<file path="config.mk">
export PLATFORM = sky130hd
export DESIGN_NAME = mem_arbiter
export DESIGN_NICKNAME = d
export VERILOG_FILES = /design/src/rtl/mem_arbiter.sv
export SDC_FILE = /design/constraint.sdc
export NUM_CORES = 1
export LEC_CHECK = 0
export ABC_AREA = 1
export BUFFER_PORTS_ARGS = -buffer_cell sky130_fd_sc_hd__buf_2
export CELL_PAD_IN_SITES_DETAIL_PLACEMENT = 1
export CELL_PAD_IN_SITES_GLOBAL_PLACEMENT = 1
export CORE_MARGIN = 3
export CORE_UTILIZATION = 32
export DETAILED_ROUTE_END_ITERATION = 16
export GPL_ROUTABILITY_DRIVEN = 0
export GPL_TIMING_DRIVEN = 0
export PLACE_DENSITY = 0.83
export SLEW_MARGIN = 40
export SYNTH_ARGS = -nofsm -noshare
export SYNTH_HDL_FRONTEND = slang
export SYNTH_SLANG_ARGS = --single-unit
</file>
<file path="constraint.sdc">
create_clock -name clk -period 1.48 [get_ports clk]
set_input_delay 0.296 -clock clk [delete_from_list [all_inputs] [get_ports clk]]
set_output_delay 0.296 -clock clk [all_outputs]
set_load 0.005 [all_outputs]
</file>
<file path="src/rtl/mem_arbiter.sv">
// Fetch/data arbiter and fixed-window access sequencer for a single-port 64K x 16 memory.
// Define MEM_ARB_RR_EN for round-robin arbitration; otherwise data has fixed priority over fetch.
module mem_arbiter #(
    parameter int WAIT_CYCLES = 2
) (
    input  logic        clk,
    input  logic        reset,
    input  logic        fetch_req,
    input  logic [15:0] fetch_addr,
    output logic [15:0] fetch_rdata,
    output logic        fetch_ack,
    input  logic        data_req,
    input  logic        data_we,
    input  logic [15:0] data_addr,
    input  logic [15:0] data_wdata,
    output logic [15:0] data_rdata,
    output logic        data_ack,
    output logic [15:0] mem_addr,
    output logic [15:0] mem_wdata,
    output logic        mem_we,
    input  logic [15:0] mem_rdata,
    output logic        busy
);
    typedef enum logic [1:0] {IDLE, ACCESS, RESP} state_t;

    localparam logic [3:0] CNT_LOAD    = 4'(WAIT_CYCLES - 1);
    localparam logic       GRANT_FETCH = 1'b0;

    state_t      state_reg, state_next;
    logic [3:0]  cnt_reg, cnt_next;
    logic        last_grant_reg, last_grant_next;
    logic        grant_data_reg, grant_data_next;
    logic        lat_we_reg, lat_we_next;
    logic [15:0] mem_addr_reg, mem_addr_next;
    logic [15:0] mem_wdata_reg, mem_wdata_next;
    logic        mem_we_reg, mem_we_next;
    logic        fetch_ack_reg, fetch_ack_next;
    logic        data_ack_reg, data_ack_next;
    logic [15:0] fetch_rdata_reg, fetch_rdata_next;
    logic [15:0] data_rdata_reg, data_rdata_next;
    logic        pick_data;

    always_comb begin
`ifdef MEM_ARB_RR_EN
        pick_data = data_req && (!fetch_req || last_grant_reg == GRANT_FETCH);
`else
        pick_data = data_req;
`endif
    end

    always_comb begin
        state_next       = state_reg;
        cnt_next         = cnt_reg;
        last_grant_next  = last_grant_reg;
        grant_data_next  = grant_data_reg;
        lat_we_next      = lat_we_reg;
        mem_addr_next    = mem_addr_reg;
        mem_wdata_next   = mem_wdata_reg;
        mem_we_next      = 1'b0;
        fetch_ack_next   = 1'b0;
        data_ack_next    = 1'b0;
        fetch_rdata_next = fetch_rdata_reg;
        data_rdata_next  = data_rdata_reg;
        case (state_reg)
            IDLE: begin
                if (fetch_req || data_req) begin
                    grant_data_next = pick_data;
                    last_grant_next = pick_data;
                    mem_addr_next   = pick_data ? data_addr : fetch_addr;
                    mem_wdata_next  = pick_data ? data_wdata : 16'h0000;
                    lat_we_next     = pick_data & data_we;
                    cnt_next        = CNT_LOAD;
                    state_next      = ACCESS;
                    // a one-cycle window makes the very next cycle the strobe cycle
                    mem_we_next     = (WAIT_CYCLES == 1) ? (pick_data & data_we) : 1'b0;
                end
            end
            ACCESS: begin
                if (cnt_reg == 4'd0) begin
                    state_next = RESP;
                    if (grant_data_reg) begin
                        data_ack_next = 1'b1;
                        if (!lat_we_reg) data_rdata_next = mem_rdata;
                    end else begin
                        fetch_ack_next   = 1'b1;
                        fetch_rdata_next = mem_rdata;
                    end
                end else begin
                    cnt_next = cnt_reg - 4'd1;
                    // registered strobe: raise it on entry to the cnt == 0 cycle
                    if (cnt_reg == 4'd1) mem_we_next = lat_we_reg;
                end
            end
            RESP: begin
                state_next = IDLE;
            end
            default: begin
                state_next = IDLE;
            end
        endcase
    end

    always_ff @(posedge clk) begin
        if (!reset) begin
            state_reg       <= IDLE;
            cnt_reg         <= 4'd0;
            last_grant_reg  <= GRANT_FETCH;
            grant_data_reg  <= 1'b0;
            lat_we_reg      <= 1'b0;
            mem_addr_reg    <= 16'h0000;
            mem_wdata_reg   <= 16'h0000;
            mem_we_reg      <= 1'b0;
            fetch_ack_reg   <= 1'b0;
            data_ack_reg    <= 1'b0;
            fetch_rdata_reg <= 16'h0000;
            data_rdata_reg  <= 16'h0000;
        end else begin
            state_reg       <= state_next;
            cnt_reg         <= cnt_next;
            last_grant_reg  <= last_grant_next;
            grant_data_reg  <= grant_data_next;
            lat_we_reg      <= lat_we_next;
            mem_addr_reg    <= mem_addr_next;
            mem_wdata_reg   <= mem_wdata_next;
            mem_we_reg      <= mem_we_next;
            fetch_ack_reg   <= fetch_ack_next;
            data_ack_reg    <= data_ack_next;
            fetch_rdata_reg <= fetch_rdata_next;
            data_rdata_reg  <= data_rdata_next;
        end
    end

    assign mem_addr    = mem_addr_reg;
    assign mem_wdata   = mem_wdata_reg;
    assign mem_we      = mem_we_reg;
    assign fetch_ack   = fetch_ack_reg;
    assign data_ack    = data_ack_reg;
    assign fetch_rdata = fetch_rdata_reg;
    assign data_rdata  = data_rdata_reg;
    assign busy        = (state_reg != IDLE);

endmodule

</file>
* Word level (Yosys, flattened, before mapping)
Index checks and enable logic that the tools add are counted. W data, S select, Z words.
Operators by class: bitwise operators 6, reduce and logical (&&, ||, !) cells 12, equality and inequality tests 5, mux-type cells 10, add/subtract/negate cells 1
Operators by type and width (count):
- $mux W16 | 2
- $reduce_and A3 Y1 | 3
- $mux W4 | 2
- $pmux W4 S2 | 1
- $ne A2 B2 Y1 const B | 3
- $not A1 Y1 | 5
- $eq A4 B1 Y1 const B | 1
- $logic_not A4 Y1 | 1
- $mux W2 | 2
- $pmux W2 S2 | 1
- $reduce_and A2 Y1 | 2
- $reduce_and A4 Y1 | 1
- $reduce_bool A2 Y1 | 2
- $reduce_or A4 Y1 | 1
- $sub A4 B1 Y4 const B | 1
- $eq A2 B1 Y1 const B | 1
- $logic_not A2 Y1 | 1
- $mux W1 | 2
- $and A1 B1 Y1 | 1
- $logic_or A1 B1 Y1 | 1
Storage, ports and cells: logic and storage cells 45, input port bits 69, register bits 75, output and inout port bits 68

* Depth between registers and ports, before layout
word-level depth 3, gate-level depth with buffers 8, mapped depth without buffers 8

* Least setup slack after synthesis
No wires, ideal clock.
path kind register to register, start point reg cnt_reg[0], end point reg fetch_rdata_reg[2] (netlist: fetch_rdata[2]), slack 0.164 ns, library setup time 0.070 ns, cell stages (with the launch flop) 9, required time 1.410 ns, arrival 1.245 ns, period minus slack after synthesis 1.316 ns, path buffers 1, cell sequence dfxtp_1 > inv_1 > ha_1 > nand2_2 > nor2_4 > nand2_2 > buf_2 > nand2_1 > a21oi_1
On the way: longest elaborated chain between the ends 2
RTL lines:
- from (decl) | RTL line 30 | logic [3:0] cnt_reg, cnt_next;
- from (signal assigned) | RTL line 119 | cnt_reg <= cnt_next;
- $logic_not A4 Y1 | RTL line 79 | if (cnt_reg == 4'd0) begin
- $reduce_and A3 Y1 (no line)
- to (signal assigned) | RTL line 128 | fetch_rdata_reg <= fetch_rdata_next;
- to (decl) | RTL line 39 | logic [15:0] fetch_rdata_reg, fetch_rdata_next;
Every way passes these cells. A chain may end at the register's enable or synchronous reset.

* Worst setup path after layout
start point reg cnt_reg[0], end point reg fetch_rdata_reg[8] (netlist: fetch_rdata[8])
The elaborated chain is that of the path after synthesis.

==> results.md <==
- Register area share after synthesis: 0.495
- Post-synth top cells: dfxtp_1, nor2_1, nand2_1
- Clk buf depth: 2
- Post-synth top area share: 0.495
- Total Routing Usage GR: 0.174
- Max IR drop VDD: 0.516 mV
- Pin count of the biggest net entering global routing: 14
- Drt first pass iters: 4
- Final setup violation count: 0
- Number of enable flip-flop cells after synthesis: 0
- Crit path capture type: register
- GRT Residual Overflow: 0
- # nets final: 612
- Final Util: 0.466
- Die width: 103 um
- Multi-input gate area: 1310 sq um
- Buffers & Inverters on Critical Path: 2
- Vias post-DR: 3083
- Initial DRC Count: 37
- Synth top area cells: dfxtp_1, nor2_1, nand2_1
- Crit-path cells: inv_2 > ha_2 > nand2_4 > nor2_4 > nand2_4 > buf_4 > nand2_1 > a21oi_2
- Clock root cell: clkbuf_8
- DP Cell Count: 648
- Crit Reg-Reg Endpoint: fetch_rdata[8]
- Clock Skews: 11.7 ps
- Starting Density: 0.338
- Clock sinks: 75
- FF-to-FF path depth: 8
- Final Cycle Share: 0.962
- First-pass GRT wire length: 14.5 mm
- # DRC: 0
- Power per cell area: 1260 nW/um^2
- Most common cell in the netlist: dfxtp_1
- Syn. warnings: 0
- Register bit total from synthesis: 75
- CTS buffer count: 9
- CP max-delay cell: dfxtp_2
- Die height: 103 um
- Pre-CTS WS: -134 ps
- Crit path launch type: register
- Clock transition at path regs: 90 ps
- Total stage count of the critical path: 8
- I/O pin count: 137
- Worst EP required: 1710 ps
- # hold bufs at CTS: 0
- Core Region: 8980 sq um
- Final Max Tran Viols: 0
- Highest clock rate: 0.703 GHz
- Antenna Cells: 0
- Routed Antenna Nets: 0
- Layout area overhead: 37.9%
- Final std cells w/o fill: 671
- R2r setup slk: 60 ps
- Drt via density: 4.59
- Hold WC Path Type: primary input to register
- Layout cell share with drive strength beyond 1: 0.363
- Fillers: 1161
- Area of the die: 10700 sq um
- Setup crit end: fetch_rdata[8]
- Run status: finished, final reports clean
- Average wire per standard cell: 13.8 um
- Max-Cap Viols: 0
- Max-slew headroom: 0.662
- Sequential cell area: 1500 sq um
- FFs w/ async S/R, synth: 0
- Synth Net Count: 460
- Critical path class: register to register
- Vias in the first global route: 3183
- Synthesized area: 3030 sq um
- Clock tree from TritonCTS: built
- Gate Count Post-Synth: 388
- Main flop type after synthesis: dfxtp_1
- HP Start: data_addr[6]
- I/O Buffers: 134
- Critical Path Max Stage Delay: 340 ps
- Final Hold Fails: 0
- Placed wire-length estimate: 7.10 mm
- Total Routed Length: 9.23 mm
- Antenna violations before repair: 0
- CP dominant cell by count: nand2_4
- Area leader, netlist: dfxtp_1
- WP data arrival: 1650 ps
- CP top delay family: simple AND/OR/NAND/NOR gates
- Leakage: 2.05 nW
- Htree depth: 3
- Min Tclk post-route: 1420 ps
- Critical Path Fanout Max: 10
- Critical Path Start: cnt_reg[0]
- PnR worst setup slack: 56.6 ps
- Cell variety after synth: 25
- Slew @ Worst Pin: 507 ps
- Worst-Skew Late Latency: 350 ps
- Mean Syn Cell Area: 7.82 sq um
- Rows: 34
- Worst reg2reg startpoint: cnt_reg[0]
## worst register-to-register path, cell delays in order (launching register included)
cell	delay, ps
dfxtp_2	340
inv_2	70
ha_2	190
nand2_4	90
nor2_4	240
nand2_4	70
buf_4	170
nand2_1	80
a21oi_2	50
## final cells by class
class                   count  share of cell area
flip-flops and latches     75               0.359
repair buffers            140               0.171
well taps                 126              0.0377
multi-input cells         250               0.312
clock buffers              10              0.0305
clock inverters             6              0.0212
inverters                  42              0.0377
plain buffers              22              0.0305
## where the power goes
group / total (mW) / internal [mW] / switching [mW]
combinational: 1.18 / 0.493 / 0.684
clock: 1.75 / 0.953 / 0.795
sequential: 2.34 / 2.22 / 0.115
total: 5.26 / 3.67 / 1.59
## kinds of logic (layout without fill, tap and decap cells)
family | count (synthesis) | after routing | share of synthesized area
AO/OA/AOI/OAI | 71 | 71 | 0.132
flip-flops | 75 | 75 | 0.495
adder cells (fa/ha/maj) | 3 | 3 | 0.0124
AND/OR/NAND/NOR | 175 | 176 | 0.273
buffers and inverters | 64 | 220 | 0.0879
## metrics by stage
stage	setup TNS (ps)	cell area, sq um	hold WS, ps	total power, mW
2_1_floorplan	0	3030	438	3.00
3_3_place_gp	-416	3860	434	3.42
3_5_place_dp	-1570	3860	446	3.47
4_1_cts	0	4100	161	5.27
5_1_grt	-248	4180	173	5.61
6_report	0	4180	182	5.26
## placed cells by master, fill, tap and decap left out, types with 12 or more instances in the layout
cell type / count
a21oi_1: 19
dfxtp_1: 74
o21ai_0: 33
nand2_1: 55
a211oi_1: 16
nand3_1: 19
nor2_1: 60
nor2_2: 12
inv_1: 38
buf_2: 138
nand3b_1: 16
## repair_timing
item                       CTS  global route
setup buffers                0             4
cloned                       0             3
setup endpoints to repair   34            41
pin swaps                    0             2
gates resized for setup      7            14
## metal layers
layer / up-vias / GRT usage / part of all wire
met1: 1414 / 0.197 / 0.42
met2: 111 / 0.302 / 0.49
met5: - / 0 / 0
met4: 0 / 0.0478 / 0.015
met3: 11 / 0.0691 / 0.076
li1: 1547 / - / -
## how the worst min path moves through the flow
stage	endpoint	slack, ps	cells after the start
2_1_floorplan	grant_data_reg	440	2
4_1_cts	mem_addr[14]	160	3
6_report	mem_addr[6]	180	3
3_3_place_gp	mem_wdata[2]	430	2
5_1_grt	mem_addr[13]	170	3
3_5_place_dp	mem_wdata[2]	450	2
Note: power is estimated with default switching activity, not from simulation.
